### config.mk
export PLATFORM = sky130hd
export DESIGN_NAME = clk_tick_gen_flat
export DESIGN_NICKNAME = d
export VERILOG_FILES = /design/src/rtl/clk_tick_gen_if.sv /design/src/rtl/clk_tick_gen.sv /design/src/flat_wrapper.sv
export SDC_FILE = /design/constraint.sdc
export NUM_CORES = 1
export LEC_CHECK = 0
export BUFFER_PORTS_ARGS = -buffer_cell sky130_fd_sc_hd__buf_2
export CORE_MARGIN = 5
export CORE_UTILIZATION = 32
export DETAILED_ROUTE_END_ITERATION = 12
export MAX_ROUTING_LAYER = met4
export PLACE_DENSITY_LB_ADDON = 0.08
export SYNTH_ARGS = -nofsm -noshare
export SYNTH_HDL_FRONTEND = slang
export SYNTH_SLANG_ARGS = --single-unit
export TNS_END_PERCENT = 5
### constraint.sdc
create_clock -name clk -period 4.8 [get_ports clk]
set_input_delay 0.48 -clock clk [delete_from_list [all_inputs] [get_ports clk]]
set_output_delay 0.48 -clock clk [all_outputs]
set_load 0.02 [all_outputs]
### src/rtl/clk_tick_gen_if.sv
// Bus between the tick generator and its consumers: per-channel enables,
// divisor load port, tick pulses, digit-scan outputs and divisor readback.
interface clk_tick_gen_if #(
  parameter int NCH  = 3,
  parameter int CW   = 24,
  parameter int NDIG = 4
);
  localparam int DIW = $clog2(NDIG);

  logic [NCH-1:0]    en;
  logic              ld;
  logic [NCH*CW-1:0] div_in;
  logic [NCH-1:0]    tick;
  logic [NDIG-1:0]   an;
  logic [DIW-1:0]    dig_idx;
  logic [NCH*CW-1:0] div_q;

  // The controlling side drives enables and divisor loads.
  modport master (
    output en, ld, div_in,
    input  tick, an, dig_idx, div_q
  );

  // The tick generator itself.
  modport slave (
    input  en, ld, div_in,
    output tick, an, dig_idx, div_q
  );
endinterface

### src/rtl/clk_tick_gen.sv
// Multi-channel clock-enable tick generator with runtime divisors, optional
// channel-to-channel cascading and a rotating active-low digit scanner
// stepped by channel 0. Everything runs on the single pixel clock.
module clk_tick_gen #(
  parameter int                NCH     = 3,
  parameter int                CW      = 24,
  parameter logic [NCH*CW-1:0] DEF_DIV = {24'd65536, 24'd6250000, 24'd65536},
  parameter logic [NCH-1:0]    CASC    = 3'b000,
  parameter int                NDIG    = 4
) (
  input logic          clk,
  input logic          greset,
  clk_tick_gen_if.slave bus
);

  localparam int DIW = $clog2(NDIG);
  localparam logic [DIW-1:0] LAST_DIG = DIW'(NDIG - 1);
  localparam logic [NDIG-1:0] AN_RESET = {{(NDIG-1){1'b1}}, 1'b0};

  logic [CW-1:0]  cnt [NCH];
  logic [NCH-1:0] step;
  logic [NCH-1:0] tick_pre;
  logic [CW-1:0]  cur_div;
  logic           prev_wrap;

  // Decide per channel whether it advances this cycle and whether it wraps;
  // a cascaded channel sees its parent's wrap in the same cycle, so a chain
  // adds no latency. A zero divisor stalls the channel entirely.
  always_comb begin
    step      = '0;
    tick_pre  = '0;
    cur_div   = '0;
    prev_wrap = 1'b0;
    for (int i = 0; i < NCH; i++) begin
      cur_div = bus.div_q[i*CW +: CW];
      if (i == 0 || !CASC[i]) begin
        step[i] = bus.en[i] && (cur_div != '0);
      end else begin
        step[i] = bus.en[i] && prev_wrap && (cur_div != '0);
      end
      tick_pre[i] = step[i] && (cnt[i] == cur_div - CW'(1));
      prev_wrap   = tick_pre[i];
    end
  end

  // Counters, divisor register and tick pulses; reset beats load beats counting,
  // and a load swallows any wrap that was due on the same edge.
  always_ff @(posedge clk) begin
    if (greset) begin
      bus.div_q <= DEF_DIV;
      bus.tick  <= '0;
      for (int i = 0; i < NCH; i++) begin
        cnt[i] <= '0;
      end
    end else if (bus.ld) begin
      bus.div_q <= bus.div_in;
      bus.tick  <= '0;
      for (int i = 0; i < NCH; i++) begin
        cnt[i] <= '0;
      end
    end else begin
      bus.tick <= tick_pre;
      for (int i = 0; i < NCH; i++) begin
        if (tick_pre[i]) begin
          cnt[i] <= '0;
        end else if (step[i]) begin
          cnt[i] <= cnt[i] + CW'(1);
        end
      end
    end
  end

  // Digit scanner steps whenever channel 0 emits a tick; the single zero in
  // the anode vector always sits at the current digit index.
  always_ff @(posedge clk) begin
    if (greset) begin
      bus.an      <= AN_RESET;
      bus.dig_idx <= '0;
    end else if (!bus.ld && tick_pre[0]) begin
      bus.an <= {bus.an[NDIG-2:0], bus.an[NDIG-1]};
      if (bus.dig_idx == LAST_DIG) begin
        bus.dig_idx <= '0;
      end else begin
        bus.dig_idx <= bus.dig_idx + DIW'(1);
      end
    end
  end

endmodule

### src/flat_wrapper.sv
// flat-port wrapper written by rule: the top's interface ports become plain ports
module clk_tick_gen_flat 
#(
  parameter int                NCH     = 3,
  parameter int                CW      = 24,
  parameter logic [NCH*CW-1:0] DEF_DIV = {24'd65536, 24'd6250000, 24'd65536},
  parameter logic [NCH-1:0]    CASC    = 3'b000,
  parameter int                NDIG    = 4
)
  (clk, greset, bus_en, bus_ld, bus_div_in, bus_tick, bus_an, bus_dig_idx, bus_div_q);
  clk_tick_gen_if #(.NCH(NCH), .CW(CW), .NDIG(NDIG)) bus_i ();
  input logic clk;
  input logic greset;
  input wire logic [$bits(bus_i.en)-1:0] bus_en;
  input wire logic [$bits(bus_i.ld)-1:0] bus_ld;
  input wire logic [$bits(bus_i.div_in)-1:0] bus_div_in;
  output wire logic [$bits(bus_i.tick)-1:0] bus_tick;
  output wire logic [$bits(bus_i.an)-1:0] bus_an;
  output wire logic [$bits(bus_i.dig_idx)-1:0] bus_dig_idx;
  output wire logic [$bits(bus_i.div_q)-1:0] bus_div_q;
  assign bus_i.en = bus_en;
  assign bus_i.ld = bus_ld;
  assign bus_i.div_in = bus_div_in;
  assign bus_tick = bus_i.tick;
  assign bus_an = bus_i.an;
  assign bus_dig_idx = bus_i.dig_idx;
  assign bus_div_q = bus_i.div_q;
  clk_tick_gen #(.NCH(NCH), .CW(CW), .DEF_DIV(DEF_DIV), .CASC(CASC), .NDIG(NDIG)) u_core (.clk(clk), .greset(greset), .bus(bus_i));
endmodule
Yosys cells after proc, flatten, opt, wreduce, memory -nomap -nowiden. Memories as Yosys holds them, arrays and structs flattened. Index checks and enable logic that the tools add are counted. W data, S select, Z words.

Flip-flop bits (word level): 81. RAM bits: 72. Input port bits: 78. Output and inout port bits: 81. Word-level logic and storage cells: 79. Memories kept: 1.

Memory list: u_core.cnt (depth 3, width 24, read ports 3, clocked after Yosys merged registers in 0, wr ports 3, RTL line clk_tick_gen.sv:20) `logic [CW-1:0] cnt [NCH];`.

Add/subtract/negate cells: 7. Equality and inequality tests: 4. Mux-type cells: 42. Bitwise operators: 9. Reduce and logical (&&, ||, !) cells: 12.

Operators by type and width (count): $mux W24 (9); $add A24 B1 Y24 const B (3); $eq A24 B24 Y1 (3); $reduce_bool A24 Y1 (3); $sub A24 B1 Y24 const B (3); $mux W1 (32); $or A1 B1 Y1 (9); $logic_and A1 B1 Y1 (7); $add A2 B1 Y2 const B (1); $eq A2 B2 Y1 const B (1); $mux W2 (1); $reduce_or A2 Y1 (1); $logic_not A1 Y1 (1).

Depth between registers and ports, before layout. Gate-level depths: netlist of run 1.

Depth after elaboration: 9. Depth in mapped cells: 13. Mapped depth without buffers: 10.

Worst setup path after synthesis of run 1. No wires, ideal clock.

Path kind: register to register. Start: register u_core.bus.div_q[54]. End: memory u_core.cnt[2][17], data pin. Library setup time: 0.255 ns. Arrival: 3.340 ns. Required time: 4.545 ns. Slack: 1.206 ns. Cell stages (with the launch flop): 11. Path buffers: 2. Period minus slack after synthesis: 3.594 ns. Cells stage by stage: dfxtp_1 > buf_6 > or4_4 > or3_4 > or4b_4 > a2111oi_4 > nand4_1 > or4_4 > o31ai_4 > buf_6 > nor2_2.

RTL lines: from (decl) (RTL line clk_tick_gen_if.sv:27) `output tick, an, dig_idx, div_q`; from (signal assigned) (RTL line clk_tick_gen.sv:56) `bus.div_q <= bus.div_in;`; to (decl) (RTL line clk_tick_gen.sv:20).

==> results of run 1 <==
==> registers in the layout (all words and copies together), names as in the netlist <==
signal and cells:
u_core.bus.dig_idx 2, u_core.bus.an 4, u_core.bus.div_q 72, u_core.bus.tick 3, u_core.cnt 72
==> area by class of cell <==
cell class | instances | area, um2
fillers | 2949 | 17730
multi-input cells | 763 | 5202
flip-flops and latches | 153 | 3784
repair buffers | 168 | 870.8
clock buffers | 21 | 481.7
well taps | 384 | 480.5
clock inverters | 11 | 92.59
inverters | 16 | 60.06
==> where the power goes <==
group	leakage [nW]	internal [mW]	total, mW	switching (mW)
Clock	0.288	0.771	1.34	0.564
Sequential	1.51	1.43	1.54	0.113
Combinational	2.68	0.234	0.532	0.297
==> cells in the mapped netlist, types with 2 or more instances <==
library cell | n | area [um2]
and2_1 | 5 | 31.28
nand2_1 | 44 | 165.2
xor2_1 | 61 | 534.3
nand2b_1 | 11 | 68.82
nand3b_1 | 5 | 37.54
a311o_1 | 2 | 20.02
o21ai_1 | 4 | 20.02
nand3_1 | 38 | 190.2
and3_1 | 42 | 262.8
a211o_1 | 17 | 148.9
a21oi_1 | 13 | 65.06
buf_1 | 4 | 15.01
a31oi_1 | 4 | 25.02
o211ai_1 | 2 | 15.01
and4_2 | 2 | 20.02
nor2_1 | 137 | 514.2
ha_1 | 9 | 112.6
or4_1 | 10 | 75.07
nor3_1 | 25 | 125.1
dfxtp_1 | 81 | 1622
or4_4 | 2 | 22.52
inv_1 | 16 | 60.06
o31a_1 | 3 | 26.28
nand4b_1 | 5 | 43.79
xnor2_1 | 96 | 840.8
mux2i_1 | 70 | 700.7
a211oi_1 | 5 | 37.54
edfxtp_1 | 72 | 2162
nand4_1 | 21 | 131.4
nor3b_1 | 2 | 15.01
o21ai_0 | 11 | 55.05
clkbuf_1 | 44 | 165.2
nor4_1 | 19 | 118.9
or3_1 | 11 | 68.82
o31ai_1 | 5 | 37.54
buf_6 | 4 | 45.04
nor4b_1 | 3 | 26.28
nor2b_1 | 17 | 106.4
and3b_1 | 2 | 17.52
nor2_2 | 20 | 125.1
and4_1 | 5 | 43.79
==> per-layer routing <==
metal	track usage	vias up	share of wire
met3	0.02765	16	0.032
li1	-	3790	-
met2	0.2509	135	0.47
met5	-	-	0
met1	0.2186	3536	0.50
met4	0.03206	0	0.0076
==> through the flow <==
step	util	power, mW	instances
finish	0.3823	3.410	1516
global route	0.3823	3.578	1516
global placement	0.3622	2.110	1484
CTS	0.3823	3.460	1516
detailed placement	0.3622	2.108	1484
floorplan	-	1.928	987
==> worst paths after layout <==
| path | from | endpoint | slack (ns) | cells past startpoint |
|---|---|---|---|---|
| min reg2reg | u_core.bus.an[0]$_SDFFE_PP0N_ | u_core.bus.an[0]$_SDFFE_PP0N_ | 0.51 | 2 |
| min | bus_div_in[41] | u_core.bus.div_q[41]$_SDFFE_PP1P_ | 0.27 | 2 |
| max | u_core.bus.div_q[0]$_SDFFE_PP0P_ | u_core.cnt[0][1]$_SDFFCE_PN0P_ | 0.81 | 10 |
| max reg2reg | u_core.bus.div_q[0]$_SDFFE_PP0P_ | u_core.cnt[0][1]$_SDFFCE_PN0P_ | 0.81 | 10 |
==> cells by family (layout without fill, tap and decap cells) <==
family | count (synthesis) | in the layout
buffers and inverters | 71 | 216
AO/OA/AOI/OAI | 86 | 86
flip-flops | 153 | 153
multiplexers | 72 | 72
XOR/XNOR | 157 | 157
adder cells (fa/ha/maj) | 9 | 9
AND/OR/NAND/NOR | 439 | 439
==> load_flow_metrics.sql, run 1 <==
INSERT INTO impl_metrics (metric_group, metric, value, unit) VALUES
('cts', 'cts.sink_count', '153', ''),
('power', 'static-leakage-power', '4.471', 'nW'),
('setup_path', 'worst-setup-path-type', 'flip-flop to flip-flop', ''),
('floorplanning', 'top_level_ports', '159', ''),
('drt', 'post-route-drc-count', '0', ''),
('global_route', 'antenna_violations_before_repair', '0', ''),
('drt', 'detail_route.wl_per_cell', '17.11', 'um'),
('global_route', 'grt.overflow.total', '0', ''),
('cts', 'cts.reportedPaths.clkPinSlew', '0.07', 'ns'),
('drt', 'initialDrtViolationCount', '430', ''),
('place', 'placedInstanceArea', '10400', 'um2'),
('drt', 'dr_total_vias', '7477', ''),
('cts', 'htree_levels', '4', ''),
('place', 'detailedPlacementHpwl', '19270', 'um'),
('logic_synthesis', 'synth_simple_gate_area_share', '0.2510', ''),
('timing', 'timing.clock.skew', '0.01281', 'ns'),
('logic_synthesis', 'synth.area.mux_share', '0.07809', ''),
('setup_path', 'cp_data_arrival_time', '4.16', 'ns'),
('global_route', 'grt_pass1_wl', '41360', 'um'),
('cts', 'tritoncts_buffer_count', '17', ''),
('place', 'post-place-ws', '0.8180', 'ns'),
('logic_synthesis', 'synth_nets', '1074', ''),
('place', 'buffer_ports.inserted', '158', ''),
('floorplanning', 'start_util', '0.3238', ''),
('floorplanning', 'chipWidth', '180.4', 'um'),
('logic_synthesis', 'combinational_family_with_the_most_area_after_synthesis', 'simple AND/OR/NAND/NOR gates', ''),
('drt', 'detail_route.vias_per_cell', '4.932', ''),
('global_route', 'largest_net_degree_at_the_start_of_global_routing', '57', ''),
('setup_path', 'critical-path-max-stage-delay', '0.68', 'ns'),
('final_layout', 'nNetsFinal', '1206', ''),
('floorplanning', 'fp.dieArea', '32550', 'um2'),
('timing', 'fmax', '250.8', 'MHz'),
('setup_path', 'worstPathRequired', '4.98', 'ns'),
('logic_synthesis', 'netlist_instances', '987', ''),
('setup_path', 'path_delay_family', 'simple AND/OR/NAND/NOR gates', ''),
('cts', 'tritoncts', 'yes', ''),
('job', 'cap_viol_max_count', '0', ''),
('logic_synthesis', 'post_synthesis_sequential_element_count', '153', ''),
('timing', 'tightestPinTransition', '1.082', 'ns'),
('timing', 'period_needed', '3.987', 'ns'),
('logic_synthesis', 'synth_area_per_cell', '9.415', 'um2'),
('power', 'cellPowerDensity', '310.8', 'nW/um2'),
('timing', 'final-setup-viol-count', '0', ''),
('logic_synthesis', 'adder_cell_share_of_the_synthesized_area', '0.01212', ''),
('drt', 'firstDrtPassIters', '4', ''),
('cts', 'ctsHoldBuffers', '0', ''),
('timing', 'hold_viol', '0', ''),
('global_route', 'grt_pass1_vias', '7339', ''),
('cts', 'worstSkewPairLatency', '0.42', 'ns'),
('final_layout', 'summed_area_of_non_filler_cells_in_the_final_layout', '10970', 'um2'),
('final_layout', 'layout-drive-gt1-share', '0.2085', ''),
('setup_path', 'timing.critical_path.buf_inv', '1', ''),
('logic_synthesis', 'yosys_warnings', '0', ''),
('final_layout', 'antenna-diode-count', '0', ''),
('logic_synthesis', 'synthesis.area', '9293', 'um2'),
('cts', 'post_cts_resized', '0', ''),
('cts', 'cts_setup_buffers', '0', ''),
('logic_synthesis', 'synth_compound_area_frac', '0.07015', ''),
('place', 'place_congestion', '0.7887', ''),
('floorplanning', 'die_y', '180.4', 'um'),
('cts', 'buffer_type_at_the_clock_tree_root', 'clkbuf_16', ''),
('outcome', 'status', 'finished clean', ''),
('floorplanning', 'fp.coreArea', '28700', 'um2'),
('timing', 'max_slew_headroom', '0.2771', ''),
('timing', 'final_max_slew_viol_count', '0', ''),
('setup_path', 'path_max_fanout', '25', ''),
('timing', 'totalNegativeSetupSlack', '0', 'ns'),
('worst_hold_path', 'hold_class', 'input port to flip-flop', ''),
('drt', 'antenna_left', '0', ''),
('final_layout', 'area.growth.synth_to_final', '18.07', '%'),
('setup_path', 'slowest_stage', 'or3_1', '');
(Power assumes the default switching activity.)
==> inputs of run 2 (changes only) <==
==> constraint.sdc (replaced) <==
create_clock -name clk -period 3.3 [get_ports clk]
set_input_delay 0.33 -clock clk [delete_from_list [all_inputs] [get_ports clk]]
set_output_delay 0.33 -clock clk [all_outputs]
set_load 0.02 [all_outputs]
==> load_flow_metrics.sql, run 2 (same netlist as run 1, synthesis figures left out) <==
INSERT INTO impl_metrics (metric_group, metric, value, unit) VALUES
('outcome', 'status', 'finished with violations', ''),
('outcome', 'failing_checks', 'negative setup slack', ''),
('place', 'buffer_ports.inserted', '158', ''),
('drt', 'initialDrtViolationCount', '368', ''),
('power', 'share_comb_of_total_power', '0.179', ''),
('place', 'place_congestion', '0.7739', ''),
('cts', 'cts.reportedPaths.clkPinSlew', '0.07', 'ns'),
('worst_hold_path', 'hold_class', 'input port to flip-flop', ''),
('final_layout', 'layout.cells.most_common', 'buf_2', ''),
('power', 'proportion_of_total_power_due_to_net_switching', '0.2825', ''),
('global_route', 'largest_net_degree_at_the_start_of_global_routing', '53', ''),
('final_layout', 'nNetsFinal', '1280', ''),
('floorplanning', 'placementRows', '62', ''),
('final_layout', 'area.growth.synth_to_final', '26.20', '%'),
('final_layout', 'antenna-diode-count', '0', ''),
('global_route', 'grt_pass1_wl', '42970', 'um'),
('power', 'intPower', '3.748', 'mW'),
('drt', 'top_layer', 'met4', ''),
('drt', 'detail_route.wl_per_cell', '16.71', 'um'),
('floorplanning', 'chipWidth', '180.4', 'um'),
('drt', 'detailroute.wirelength.met3', '824', 'um'),
('global_route', 'grt.overflow.total', '0', ''),
('power', 'clockPowerShare', '0.400', ''),
('floorplanning', 'fp.coreArea', '28700', 'um2'),
('cts', 'worstSkewPairLatency', '0.43', 'ns'),
('setup_path', 'cp_data_arrival_time', '3.59', 'ns'),
('cts', 'cts.sink_count', '153', ''),
('global_route', 'groute.usage.overall', '0.1664', ''),
('timing', 'max_slew_headroom', '0.6093', ''),
('power', 'cellPowerDensity', '445.4', 'nW/um2'),
('timing', 'final_max_slew_viol_count', '0', ''),
('power', 'ir_drop', '0.2984', 'mV'),
('drt', 'post-route-drc-count', '0', ''),
('final_layout', 'final_cell_mix', 'buf_2, nor2_1, xnor2_1, buf_4, dfxtp_1', ''),
('setup_path', 'startpoint', 'u_core.bus.div_q[53]$_SDFFE_PP0P_', ''),
('timing', 'period_needed', '3.405', 'ns'),
('drt', 'antenna_left', '0', ''),
('power', 'power_frac_seq', '0.421', ''),
('drt', 'route.layer.met1.wl', '13350', 'um'),
('timing', 'final.setup.worst_slack', '-0.1046', 'ns'),
('power', 'power', '5.224', 'mW'),
('floorplanning', 'start_util', '0.3238', ''),
('timing', 'timing.clock.skew', '0.01978', 'ns'),
('cts', 'buffer_type_at_the_clock_tree_root', 'clkbuf_16', ''),
('timing', 'totalNegativeSetupSlack', '-2.356', 'ns'),
('timing', 'finalHoldWorstSlack', '0.1116', 'ns'),
('setup_path', 'worst_setup_path_endpoint', 'u_core.cnt[2][2]$_SDFFCE_PN0P_', ''),
('place', 'detailedPlacementHpwl', '19900', 'um'),
('floorplanning', 'die_y', '180.4', 'um'),
('setup_path', 'r2r_cells', '11', ''),
('timing', 'rsz_0062_raised_after_global_routing', 'true', ''),
('global_route', 'antenna_violations_before_repair', '0', ''),
('timing', 'final-setup-viol-count', '24', ''),
('setup_path', 'crit_path_start_kind', 'flip-flop', ''),
('drt', 'dr_total_vias', '7810', ''),
('setup_path', 'end_kind', 'flip-flop', ''),
('floorplanning', 'fp.dieArea', '32550', 'um2'),
('setup_path', 'path_max_fanout', '12', ''),
('drt', 'drt-total-wl', '26560', 'um'),
('final_layout', 'reg_top3', 'u_core.bus.div_q x72, u_core.cnt x72, u_core.bus.an x4', ''),
('global_route', 'grt_pass1_vias', '7861', ''),
('job', 'cap_viol_max_count', '0', ''),
('cts', 'tritoncts_buffer_count', '17', ''),
('setup_path', 'worstPathRequired', '3.49', 'ns'),
('power', 'net_switching_component_of_the_power', '1.476', 'mW'),
('timing', 'tightestPinTransition', '0.5861', 'ns'),
('drt', 'met2_wirelength', '12070', 'um'),
('cts', 'tritoncts', 'yes', ''),
('drt', 'detail_route.vias_per_cell', '4.912', ''),
('setup_path', 'timing.rr.start', 'u_core.bus.div_q[53]$_SDFFE_PP0P_', ''),
('floorplanning', 'top_level_ports', '159', ''),
('final_layout', 'layout-drive-gt1-share', '0.2703', ''),
('drt', 'firstDrtPassIters', '5', ''),
('setup_path', 'r2r_slack', '-0.10', 'ns'),
('setup_path', 'r2r-end', 'u_core.cnt[2][2]$_SDFFCE_PN0P_', ''),
('cts', 'htree_levels', '4', ''),
('timing', 'hold_viol', '0', ''),
('setup_path', 'worst-setup-path-type', 'flip-flop to flip-flop', ''),
('timing', 'fin_crit_sh', '1.032', ''),
('cts', 'clock_tree.buffer_depth', '2', ''),
('timing', 'fmax', '293.7', 'MHz'),
('power', 'static-leakage-power', '4.915', 'nW');
## run 2: cell types whose count changed in the layout (fill, tap and decap cells not counted), sizes merged
cell    change
clkinv      -5
bufinv      +1
inv         +4
buf        +74
## run 2: area by class of cell
type,instances,area (um2)
Clock buffer,21,494.2
Clock inverter,11,127.6
Fill cell,2939,16980
Inverter,16,60.06
Multi-Input combinational cell,763,5266
Sequential cell,153,3786
Tap cell,384,480.5
Timing Repair Buffer,242,1513
## run 2: repair_timing
action / in CTS / in global routing
cloned: 1 / 0
gates resized for setup: 3 / 13
endpoints found under the setup margin: 24 / 56
pin swaps: 1 / 4
hold buffers: 0 / 0
buffers inserted: 1 / 0
## run 2: routing by layer
layer	track usage	vias up
met3	0.02624	19
met2	0.2557	158
met4	0.03781	0
met5	-	-
met1	0.2324	3704
li1	-	3929
## run 2: power groups by stage
stage	Combinational [mW]	Sequential, mW	Clock, mW
2_1_floorplan	0.520	2.28	0
3_3_place_gp	0.921	2.24	0
3_5_place_dp	0.923	2.24	0
4_1_cts	0.934	2.20	2.16
5_1_grt	1.03	2.22	2.23
6_report	0.933	2.20	2.09
## run 2: how the worst min path moves through the flow
stage                                       start                                  to  slack [ns]  cells past startpoint
6_report                           bus_div_in[64]   u_core.bus.div_q[64]$_SDFFE_PP1P_        0.11                      2
5_1_grt                            bus_div_in[64]   u_core.bus.div_q[64]$_SDFFE_PP1P_        0.10                      2
4_1_cts                            bus_div_in[36]   u_core.bus.div_q[36]$_SDFFE_PP1P_        0.09                      2
3_5_place_dp   u_core.bus.dig_idx[1]$_SDFFE_PP0N_  u_core.bus.dig_idx[1]$_SDFFE_PP0N_        0.50                      2
3_3_place_gp   u_core.bus.dig_idx[1]$_SDFFE_PP0N_  u_core.bus.dig_idx[1]$_SDFFE_PP0N_        0.49                      2
2_1_floorplan                      bus_div_in[16]   u_core.bus.div_q[16]$_SDFFE_PP1P_        0.45                      1
## run 2: critical path, cell delays in order (launching register included)
cell	delay, ns
dfxtp_2	0.32
or4_4	0.53
or3_4	0.36
buf_12	0.14
or3_2	0.50
xnor2_1	0.21
nand4_1	0.12
or4_4	0.45
o31ai_4	0.19
buf_6	0.16
buf_12	0.15
nor2_1	0.05
## run 2: per-stage QoR
| stage | area [um2] | setup WS [ns] | util | cells |
|---|---|---|---|---|
| finish | 11730 | -0.1046 | 0.4086 | 1590 |
| global route | 11730 | -0.2224 | 0.4086 | 1590 |
| CTS | 11670 | -0.1188 | 0.4065 | 1590 |
| detailed placement | 11000 | -0.1631 | 0.3833 | 1556 |
| global placement | 11000 | -0.1404 | 0.3833 | 1556 |
| floorplan | 9294 | -0.1971 | - | 987 |
==> inputs of run 3 (changes only) <==
--- a/config.mk
+++ b/config.mk
@@ -5,9 +5,12 @@
 export SDC_FILE = /design/constraint.sdc
 export NUM_CORES = 1
 export LEC_CHECK = 0
+export ABC_AREA = 1
 export BUFFER_PORTS_ARGS = -buffer_cell sky130_fd_sc_hd__buf_2
+export CORE_ASPECT_RATIO = 1.25
 export CORE_MARGIN = 5
 export CORE_UTILIZATION = 32
+export CTS_CLUSTER_DIAMETER = 150
 export DETAILED_ROUTE_END_ITERATION = 12
 export MAX_ROUTING_LAYER = met4
 export PLACE_DENSITY_LB_ADDON = 0.08
==> load_flow_metrics.sql, run 3 <==
INSERT INTO impl_metrics (metric_group, metric, value, unit) VALUES
('outcome', 'status', 'finished clean', ''),
('worst_hold_path', 'hold-path-cell-count', '3', ''),
('setup_path', 'end_kind', 'flip-flop', ''),
('place', 'placedInstanceArea', '12070', 'um2'),
('cts', 'tritoncts', 'yes', ''),
('floorplanning', 'chipWidth', '174.1', 'um'),
('cts', 'post_cts_resized', '0', ''),
('setup_path', 'r2r_cells', '14', ''),
('final_layout', 'number_of_inserted_filler_cells_in_the_final_layout', '3634', ''),
('global_route', 'largest_net_degree_at_the_start_of_global_routing', '46', ''),
('place', 'detailedPlacementHpwl', '27540', 'um'),
('timing', 'fmax', '351.8', 'MHz'),
('timing', 'hold_viol', '0', ''),
('logic_synthesis', 'synth.top_cell.area_share', '0.2007', ''),
('logic_synthesis', 'synth_commonest_cells', 'nand2_1, nor2_1, inv_1', ''),
('drt', 'detail_route.wl_per_cell', '16.70', 'um'),
('final_layout', 'layout.cells.most_common', 'nand2_1', ''),
('global_route', 'globalRoute.busiestLayer', 'met2', ''),
('power', 'static-leakage-power', '5.510', 'nW'),
('setup_path', 'path_max_fanout', '15', ''),
('logic_synthesis', 'post_synthesis_sequential_element_count', '153', ''),
('drt', 'firstDrtPassIters', '5', ''),
('timing', 'final_max_slew_viol_count', '0', ''),
('place', 'buffer_ports.inserted', '158', ''),
('logic_synthesis', 'synth_area_leaders', 'edfxtp_1, dfxtp_1, nand2_1', ''),
('timing', 'max_slew_headroom', '0.6354', ''),
('floorplanning', 'die_y', '215.1', 'um'),
('power', 'ir_drop', '0.2609', 'mV'),
('floorplanning', 'top_level_ports', '159', ''),
('final_layout', 'final_cell_mix', 'nand2_1, nor2_1, inv_1, buf_2, nand3_1', ''),
('floorplanning', 'placementRows', '75', ''),
('drt', 'drt-total-wl', '34520', 'um'),
('global_route', 'groute.usage.overall', '0.1885', ''),
('logic_synthesis', 'synth_area_per_cell', '7.332', 'um2'),
('final_layout', 'multi_input_area', '6155', 'um2'),
('floorplanning', 'fp.dieArea', '37450', 'um2'),
('final_layout', 'register_area', '3784', 'um2'),
('cts', 'cts.reportedPaths.clkPinSlew', '0.07', 'ns'),
('timing', 'fin_crit_sh', '0.8613', ''),
('global_route', 'grt.overflow.total', '0', ''),
('worst_hold_path', 'hold_class', 'input port to flip-flop', ''),
('final_layout', 'reg_top3', 'u_core.bus.div_q x72, u_core.cnt x72, u_core.bus.an x4', ''),
('cts', 'cts_setup_buffers', '0', ''),
('timing', 'totalNegativeSetupSlack', '0', 'ns'),
('global_route', 'grt_pass1_wl', '54240', 'um'),
('timing', 'timing.clock.skew', '0.01072', 'ns'),
('cts', 'tritoncts_buffer_count', '17', ''),
('setup_path', 'crit_path_start_kind', 'flip-flop', ''),
('logic_synthesis', 'most_frequent_cell_after_synthesis', 'nand2_1', ''),
('global_route', 'grt_pass1_vias', '9836', ''),
('cts', 'clock_tree.buffer_depth', '2', ''),
('cts', 'htree_levels', '4', ''),
('final_layout', 'layout-drive-gt1-share', '0.2062', ''),
('drt', 'dr_total_vias', '9769', ''),
('global_route', 'antenna_violations_before_repair', '0', ''),
('drt', 'antenna_left', '0', ''),
('logic_synthesis', 'synth-seq-area-share', '0.3513', ''),
('setup_path', 'worst-setup-path-type', 'flip-flop to flip-flop', ''),
('logic_synthesis', 'synthesis.area', '10770', 'um2'),
('place', 'place_congestion', '0.9222', ''),
('logic_synthesis', 'synth_largest_area_cell', 'edfxtp_1', ''),
('cts', 'worstSkewPairLatency', '0.44', 'ns'),
('global_route', 'global_route.usage.met2', '0.3252', ''),
('global_route', 'gr-usage-met1', '0.2288', ''),
('cts', 'ctsHoldBuffers', '0', ''),
('power', 'cellPowerDensity', '420.8', 'nW/um2'),
('logic_synthesis', 'async_reset_ff_frac', '0', ''),
('logic_synthesis', 'synth_nets', '1556', ''),
('final_layout', 'summed_area_of_non_filler_cells_in_the_final_layout', '12650', 'um2'),
('job', 'cap_viol_max_count', '0', ''),
('drt', 'initialDrtViolationCount', '510', ''),
('timing', 'final-setup-viol-count', '0', ''),
('logic_synthesis', 'netlist_instances', '1469', ''),
('logic_synthesis', 'yosysUniqueCellTypes', '46', ''),
('timing', 'rsz_0062_raised_after_global_routing', 'false', ''),
('floorplanning', 'fp.coreArea', '33410', 'um2'),
('logic_synthesis', 'synth-edff-count', '72', ''),
('logic_synthesis', 'ys.flop_type', 'dfxtp_1', ''),
('timing', 'period_needed', '2.842', 'ns'),
('timing', 'tightestPinTransition', '0.5459', 'ns'),
('cts', 'cts.sink_count', '153', ''),
('logic_synthesis', 'yosys_warnings', '0', ''),
('floorplanning', 'start_util', '0.3224', ''),
('global_route', 'groute.layer.met3.usage', '0.02548', ''),
('drt', 'detail_route.vias_per_cell', '4.726', ''),
('drt', 'post-route-drc-count', '0', ''),
('cts', 'buffer_type_at_the_clock_tree_root', 'clkbuf_16', ''),
('setup_path', 'cp_data_arrival_time', '3.03', 'ns'),
('setup_path', 'worstPathRequired', '3.49', 'ns'),
('final_layout', 'area.growth.synth_to_final', '17.50', '%'),
('final_layout', 'antenna-diode-count', '0', ''),
('final_layout', 'nNetsFinal', '1718', '');
[run 3: worst paths after layout]
| path | start | end | slack (ns) |
|---|---|---|---|
| min reg2reg | u_core.bus.an[0]$_SDFFE_PP0N_ | u_core.bus.an[1]$_SDFFE_PP1N_ | 0.48 |
| min | bus_div_in[33] | u_core.bus.div_q[33]$_SDFFE_PP1P_ | 0.11 |
| max reg2reg | u_core.bus.div_q[0]$_SDFFE_PP0P_ | u_core.cnt[0][5]$_SDFFCE_PN0P_ | 0.46 |
| max | u_core.bus.div_q[0]$_SDFFE_PP0P_ | u_core.cnt[0][5]$_SDFFCE_PN0P_ | 0.46 |
[run 3: area by class of cell]
| cell class | instances | share of cell area |
|---|---|---|
| timing repair buffer | 178 | 0.07633 |
| inverter | 169 | 0.05023 |
| sequential | 153 | 0.2990 |
| clock buffer | 22 | 0.03925 |
| multi-input combinational | 1112 | 0.4864 |
| tap | 423 | 0.04182 |
| clock inverter | 10 | 0.007020 |
[run 3: logic make-up after synthesis]
group                      count (synthesis)  synth area share
xor gates and xnor gates                 144            0.1184
and+or+nand+nor                          826            0.3796
AOI/OAI and AO/OA                        133           0.06297
DFF                                      153            0.3513
adders and majority gates                  9           0.01046
buffers and inverters                    204           0.07725
[run 3: metal layers]
| metal | share of wire | vias to the layer above | routed length [um] |
|---|---|---|---|
| met4 | 0.020 | 0 | 701 |
| met5 | 0 | - | 0 |
| met2 | 0.50 | 190 | 17260 |
| met3 | 0.031 | 33 | 1079 |
| li1 | - | 5052 | - |
| met1 | 0.45 | 4494 | 15480 |
[run 3: critical path, stage by stage, from the launching register on]
cell,delay (ns)
dfxtp_1,0.37
inv_2,0.14
ha_1,0.25
nand2_4,0.10
nor2_4,0.32
nand2_1,0.16
nand3_1,0.14
nand2_1,0.08
nor3_1,0.17
nand2_1,0.07
nor2_1,0.14
a21oi_2,0.09
nand3_4,0.30
buf_4,0.24
nor2_4,0.03
[run 3: per-stage QoR]
step	power, mW	utilization	hold slack, ns	setup WS [ns]	cells
final	5.325	0.3788	0.1063	0.4576	2067
after global routing	5.612	0.3788	0.1002	0.2110	2067
after global placement	3.388	0.3613	0.4708	0.5080	2035
after CTS	5.398	0.3788	0.08448	0.4334	2067
after detailed placement	3.384	0.3613	0.4758	0.4552	2035
after floorplan	3.015	-	0.4297	0.8851	1469
[run 3: where the power goes]
part           switching (mW)  total (mW)  leakage, nW  internal, mW
registers               0.165        2.25         1.51          2.09
clock network           0.841        1.99        0.290          1.15
logic                   0.704        1.09         3.71         0.382
